[src/rtl/aes_round_controller.sv]
// AES-128 InvCipher round sequencer driving the decryption state register.
// Optional AES_MIXCOL_PARALLEL_EN: single-cycle InvMixColumns (all columns at once).
module aes_round_controller #(
    parameter int KEYEXP_CYCLES = 10,
    parameter int NR            = 10
) (
    input  logic        clk,
    input  logic        reset,
    input  logic        start,
    output logic [31:0] state_number,
    output logic        mux_enable,
    output logic [1:0]  mux_sel,
    output logic [3:0]  round_key_idx,
    output logic [1:0]  col_idx,
    output logic        busy,
    output logic        done
);

    typedef enum logic [3:0] {
        S_IDLE,
        S_CLEAR,
        S_KEYEXP,
        S_ARK_INIT,
        S_ISR,
        S_ISB,
        S_ARK,
        S_IMC,
        S_DONE
    } state_t;

    localparam logic [7:0] KE_LAST = 8'(KEYEXP_CYCLES - 1);
    localparam logic [3:0] NR_L    = 4'(NR);
    localparam logic [3:0] NR_M1   = 4'(NR - 1);

    localparam logic [1:0] SEL_ARK = 2'd0;
    localparam logic [1:0] SEL_ISR = 2'd1;
    localparam logic [1:0] SEL_ISB = 2'd2;
    localparam logic [1:0] SEL_IMC = 2'd3;

    state_t     r_state;
    state_t     w_state_nxt;
    logic [7:0] r_kcnt;
    logic [7:0] w_kcnt_nxt;
    logic [3:0] r_round;
    logic [3:0] w_round_nxt;
    logic [1:0] r_col;
    logic [1:0] w_col_nxt;
    logic       w_imc_last;

`ifdef AES_MIXCOL_PARALLEL_EN
    assign w_imc_last = 1'b1;
`else
    assign w_imc_last = (r_col == 2'd3);
`endif

    // State and counter registers; reset lands directly in IDLE.
    always_ff @(posedge clk or posedge reset) begin
        if (reset) begin
            r_state <= S_IDLE;
            r_kcnt  <= '0;
            r_round <= '0;
            r_col   <= '0;
        end else begin
            r_state <= w_state_nxt;
            r_kcnt  <= w_kcnt_nxt;
            r_round <= w_round_nxt;
            r_col   <= w_col_nxt;
        end
    end

    // Next-state and counter update. r_round is the current round key;
    // it reaches 0 for the final round, whose ARK ends the run.
    always_comb begin
        w_state_nxt = r_state;
        w_kcnt_nxt  = r_kcnt;
        w_round_nxt = r_round;
        w_col_nxt   = r_col;
        unique case (r_state)
            S_IDLE: begin
                w_kcnt_nxt  = '0;
                w_round_nxt = '0;
                w_col_nxt   = '0;
                if (start) begin
                    w_state_nxt = S_CLEAR;
                end
            end
            S_CLEAR: begin
                w_state_nxt = S_KEYEXP;
                w_kcnt_nxt  = '0;
            end
            S_KEYEXP: begin
                if (r_kcnt == KE_LAST) begin
                    w_state_nxt = S_ARK_INIT;
                    w_kcnt_nxt  = '0;
                end else begin
                    w_kcnt_nxt = r_kcnt + 8'd1;
                end
            end
            S_ARK_INIT: begin
                w_state_nxt = S_ISR;
                w_round_nxt = NR_M1;
            end
            S_ISR: begin
                w_state_nxt = S_ISB;
            end
            S_ISB: begin
                w_state_nxt = S_ARK;
            end
            S_ARK: begin
                if (r_round == 4'd0) begin
                    w_state_nxt = S_DONE;
                end else begin
                    w_state_nxt = S_IMC;
                    w_col_nxt   = '0;
                end
            end
            S_IMC: begin
                if (w_imc_last) begin
                    w_state_nxt = S_ISR;
                    w_col_nxt   = '0;
                    w_round_nxt = r_round - 4'd1;
                end else begin
                    w_col_nxt = r_col + 2'd1;
                end
            end
            S_DONE: begin
                if (!start) begin
                    w_state_nxt = S_IDLE;
                end
            end
            default: begin
                w_state_nxt = S_IDLE;
            end
        endcase
    end

    // Moore output decode from the registered state and counters.
    always_comb begin
        state_number  = 32'd3;
        mux_enable    = 1'b0;
        mux_sel       = SEL_ARK;
        round_key_idx = 4'd0;
        col_idx       = 2'd0;
        busy          = 1'b0;
        done          = 1'b0;
        unique case (r_state)
            S_CLEAR: begin
                state_number = 32'd0;
                busy         = 1'b1;
            end
            S_KEYEXP: begin
                state_number = 32'd1;
                busy         = 1'b1;
            end
            S_ARK_INIT: begin
                state_number  = 32'd2;
                mux_enable    = 1'b1;
                mux_sel       = SEL_ARK;
                round_key_idx = NR_L;
                busy          = 1'b1;
            end
            S_ISR: begin
                state_number  = 32'd2;
                mux_enable    = 1'b1;
                mux_sel       = SEL_ISR;
                round_key_idx = r_round;
                busy          = 1'b1;
            end
            S_ISB: begin
                state_number  = 32'd2;
                mux_enable    = 1'b1;
                mux_sel       = SEL_ISB;
                round_key_idx = r_round;
                busy          = 1'b1;
            end
            S_ARK: begin
                state_number  = 32'd2;
                mux_enable    = 1'b1;
                mux_sel       = SEL_ARK;
                round_key_idx = r_round;
                busy          = 1'b1;
            end
            S_IMC: begin
                state_number  = 32'd2;
                mux_enable    = 1'b1;
                mux_sel       = SEL_IMC;
                round_key_idx = r_round;
                col_idx       = r_col;
                busy          = 1'b1;
            end
            S_DONE: begin
                done = 1'b1;
            end
            default: begin
                state_number = 32'd3;
            end
        endcase
    end

endmodule

[config.mk]
export PLATFORM = sky130hd
export DESIGN_NAME = aes_round_controller
export DESIGN_NICKNAME = d
export VERILOG_FILES = /design/src/rtl/aes_round_controller.sv
export SDC_FILE = /design/constraint.sdc
export NUM_CORES = 1
export LEC_CHECK = 0
export ABC_AREA = 0
export BUFFER_PORTS_ARGS = -buffer_cell sky130_fd_sc_hd__buf_2
export CAP_MARGIN = 20
export CORE_MARGIN = 3
export CORE_UTILIZATION = 40
export DETAILED_ROUTE_END_ITERATION = 8
export HOLD_SLACK_MARGIN = 0.15
export PLACE_DENSITY = 0.71
export REMOVE_ABC_BUFFERS = 1
export SYNTH_ARGS = -nofsm -noshare
export SYNTH_HDL_FRONTEND = slang
export SYNTH_SLANG_ARGS = --single-unit
[constraint.sdc]
create_clock -name clk -period 1.7 [get_ports clk]
set_input_delay 0.085 -clock clk [delete_from_list [all_inputs] [get_ports clk]]
set_output_delay 0.085 -clock clk [all_outputs]
set_load 0.01 [all_outputs]
* Word level (Yosys, flattened, before mapping) *
Cells that the tools add are included.

storage, ports and cells
  bits in writable memories = 0
  memories = 0
  output and inout bits = 43
  input bits = 3
  register bits after elaboration = 18
  ROM bits = 0
  bits in latches = 0

cells by class
  reduce and logical (&&, ||, !) cells = 12
  shifts and indexed selects = 0
  $mul = 0
  div/mod/pow operators = 0
  bitwise operators = 0
  order comparisons = 0
  add/sub/neg operators = 3
  muxes and demuxes = 20
  equality and inequality tests = 15

operators by type and width
  operator                                              number
  case mux 4 bit (9 select lines)                       1
  2-to-1 mux 4 bit                                      6
  case mux 2 bit (3 select lines)                       3
  equality test 4 x 3 -> 1 bit (second input constant)  4
  case mux 8 bit (2 select lines)                       1
  case mux 4 bit (3 select lines)                       1
  inequality test 2 bit (second input constant)         5
  adder 8 x 1 -> 8 bit (second input constant)          1
  equality test 4 x 2 -> 1 bit (second input constant)  2
  equality test 8 x 4 -> 1 bit (second input constant)  1
  logical NOT 4 bit                                     2
  2-to-1 mux 8 bit                                      1
  case mux 4 bit (2 select lines)                       1
  OR reduction 7 bit                                    1
  2-to-1 mux 2 bit                                      3
  nonzero test 3 bit                                    2
  OR reduction 5 bit                                    1
  equality test 4 x 1 -> 1 bit (second input constant)  1
  equality test 4 bit (second input constant)           1
  AND reduction 2 bit                                   2
  AND reduction 4 bit                                   1
  OR reduction 4 bit                                    1
  subtractor 4 x 1 -> 4 bit (second input constant)     1
  2-to-1 mux 1 bit                                      3
  other kinds (4)                                       4

* Depth between registers and ports, before layout *
  depth after elaboration = 3
  mapped depth = 6
  depth with buffers taken out = 6

* Least setup slack after synthesis *
OpenSTA, ideal clock, no wires.

  kind = reg-to-reg
  start point = register r_kcnt[0]
  end point = register r_kcnt[7]
  library setup time = 0.082 ns
  stages on the path, launching flop included = 6
  path slack = -0.016 ns
  data arrival time = 1.634 ns
  cells stage by stage = dfrtp_1 > ha_1 > nor4bb_1 > a2111o_2 > o31a_1 > a31oi_1

between the ends
  cells in the longest elaborated chain, start to end = 3
  elaborated cells between the ends (all ways) = 4
  those cells by class = add/sub: 1; eq/ne: 1; mux: 2

ends and longest elaborated chain
  element                                                                      line    source
  start, declared                                                              42      logic [7:0] r_kcnt;
  start signal, assigned                                                       65      r_kcnt <= w_kcnt_nxt;
  adder 8 x 1 -> 8 bit / equality test 8 x 4 -> 1 bit (equally long branches)  96, 92
  2-to-1 mux 8 bit (*)                                                         92      if (r_kcnt == KE_LAST) begin
  case mux 8 bit (2 select lines) (*)                                          78      unique case (r_state)

Every way passes the cells marked *; elsewhere a longest branch is shown, timed or not.
A chain may end at the register's enable or synchronous reset.

* Worst setup path in the final report *
Same ends and word-level chain as after synthesis.

==> run summary <==
htree depth: 1
reg2reg setup slack: 0.008 ns
number of remaining DRC errors: 0
endpoints failing hold: 0
number of failing setup endpoints in the final timing report: 0
yosys synthesis warning count: 0
maximum number of pins on one net before global-route repair: 21
post-route cell area: 1640 um^2
total vias in the final route: 1280
area delta synth->final: 13.5%
worst hold path type: input pin to asynchronous set/reset pin
CTS tree: yes
post-route antenna net violation count: 0
post-synthesis average cell area: 8.13 um^2
number of violations of the max-capacitance limit: 0
LEAKAGE: 0.794 nW
critical path launch point type: register
net count of the finished layout: 214
cells along the critical path: ha_4 > nor4bb_4 > a2111o_2 > o31a_1 > a31oi_1
Clock Tree Root: clkbuf_4
number of flops mapped to enable cells by yosys: 0
Worst-Margin Slew: 0.699 ns
fraction of synthesized cell area taken by the top area cell type: 31.1%
post-DR vias/cell: 5.10
count of unique library cells instantiated by Yosys: 44
share of the clock period used by the worst path: 99.5%
Die Span X: 66.1 um
cell area after placement: 1530 um^2
RSZ-0062 raised after global routing: yes
worst hold slack across all endpoints: 0.423 ns
worst-case reg-to-reg path depth: 5
kind of critical path: register to register
pwr dens: 1660 nW/um^2
highest attainable clock frequency: 0.591 GHz
proportion of synthesized flip-flops having asynchronous set or reset: 100%
outcome: complete, no violations
Reg2Reg Capture Point: r_kcnt[7]
first-pass GRT wire length: 5080 um
slowest cell on the critical path: a2111o_2
clock-pin slew on the worst setup and hold paths: 0.12 ns
Crit Reg-Reg Startpoint: r_kcnt[0]
post-synthesis instance total: 178
vias in the first global route: 1116
core region area: 3420 um^2
Die Span Y: 66.1 um
most used standard cell by instance count after synthesis: buf_4
overall die area: 4370 um^2
cells taking the most area after synthesis: dfrtp_1 31%, buf_4 16%, a21oi_1 4.5%, ha_1 4.3%, nand2_1 3.4%
final weighted congestion in routability-driven placement: 0.800
largest area contributor in the synthesized netlist: dfrtp_1
combined global-route utilization of all metal layers: 14.8%
routed len/inst: 12.4 um
maximum ir drop on the vdd rail: 0.773 mV
Primary FF master, synth: dfrtp_1
max_slew headroom: 53.4%
latest clock arrival within the worst-skew pair: 0.30 ns
deepest clock path buffer count: 2
total global routing overflow: 0
number of antenna violations at the first check in global routing: 0
most used standard cells in the synthesized netlist: 31 x buf_4, 18 x dfrtp_1, 13 x a21oi_1, 13 x nand2_1, 10 x inv_1
clock net sink count: 18
peak fanout along the critical path: 7
drt first-iter violations: 20
post-layout minimum cycle time: 1.69 ns
Detailed Route WL: 3120 um
count of antenna diodes in the layout: 0
input/output buffers: 15
register area share after synthesis: 31.1%
flops & latches, synth: 18
Slew Limit Fails: 0
delay contributed by the slowest stage of the critical path: 0.50 ns
total iterations of the first detailed-routing run: 5
Starting Density: 42.3%
Top-Level Pins: 46
final setup skew: 0.00236 ns
number of buffers inserted during clock tree synthesis: 3
arrival time of data at the critical path endpoint: 1.93 ns
post-detailed-placement half-perimeter wirelength: 2140 um
fraction of final layout cells sized beyond drive strength 1: 21.5%
area of the mapped netlist: 1450 um^2
critical path required time: 1.93 ns
nature of the critical path endpoint: register
floorplan row count: 21
==> placed cells by master (no fill, tap or decap), types with 2 or more instances in the layout <==
cell type      count
conb_1            30
dfrtp_1           17
buf_2             15
buf_4             14
nand2_1           13
a21oi_1           13
nor2_1             9
inv_1              9
nor3_1             7
nand3_1            6
a31oi_1            4
a211oi_1           4
o21ai_0            4
o21ai_1            4
and2_1             4
ha_1               4
o22ai_1            3
nand2b_1           3
clkbuf_4           3
nor3b_1            2
and3_1             2
a21o_1             2
a22o_1             2
nor2b_1            2
dlygate4sd3_1      2
buf_6              2
==> what timing repair did <==
action,4_1_cts,5_1_grt
resized for setup,5,5
setup buffers,1,1
hold endpoints to repair,19,0
endpoints found under the setup margin,3,10
hold buffers,2,0
pin swaps,7,1
==> routing by layer <==
layer | vias up | global-route usage (%) | part of all wire, %
met4 | 0 | 7.36 | 1.6
met1 | 593 | 19.8 | 46
met2 | 67 | 23.7 | 46
met5 | - | 0 | 0
li1 | 616 | - | -
met3 | 4 | 1.53 | 6.5
==> stage by stage <==
stage	setup slack (ns)	setup TNS [ns]	utilization (%)	power, mW	cells
floorplan	-0.0157	-0.0157	-	1.72	168
global placement	-0.0114	-0.0114	44.7	2.30	243
finish	0.00828	0	48.1	2.72	251
detailed placement	-0.0458	-0.0847	44.7	2.32	243
global route	-0.0530	-0.120	48.1	2.97	251
CTS	-0.0322	-0.0322	47.2	2.65	250
==> cell type report <==
class                           count  area, um^2
Multi-Input combinational cell    140         836
Sequential cell                    18         452
Clock buffer                        4        36.3
Tap cell                           46        57.6
Timing Repair Buffer               33         223
Inverter                           10        37.5
Fill cell                         349        1770
==> report_power, final <==
part / switching (mW) / internal, mW
logic: 0.985 / 0.759
registers: 0.146 / 0.550
clock network: 0.149 / 0.131
==> kinds of logic after synthesis <==
| family | synth area share [%] |
|---|---|
| simple gates | 20.9 |
| buf+inv | 20.9 |
| compound gates | 21.0 |
| flops | 31.1 |
| fa+ha+maj | 4.33 |
| other cells | 0.259 |
| xor+xnor | 0.606 |
| mux | 0.778 |
==> flip-flops by register name, summed over array words and instances (netlist names) <==
| signal | count |
|---|---|
| r_kcnt | 8 |
| r_col | 2 |
| r_state | 4 |
| r_round | 4 |
==> worst max-delay path: cells and delay by family, from the launching register on <==
family / cells / cell delay, ns
compound gates: 3 / 0.89
flops: 1 / 0.43
fa+ha+maj: 1 / 0.16
simple gates: 1 / 0.15
==> worst max path at each step <==
stage	endpoint	slack, ns	startpoint
after floorplan	r_kcnt[7]	-0.02	r_kcnt[0]
after global placement	r_kcnt[7]	-0.01	r_kcnt[0]
after detailed placement	r_kcnt[3]	-0.05	r_kcnt[1]
after CTS	r_kcnt[7]	-0.03	r_kcnt[1]
after global routing	r_kcnt[7]	-0.05	r_kcnt[0]
final	r_kcnt[7]	0.008	r_kcnt[0]
Note: power is estimated with default switching activity, not from simulation.
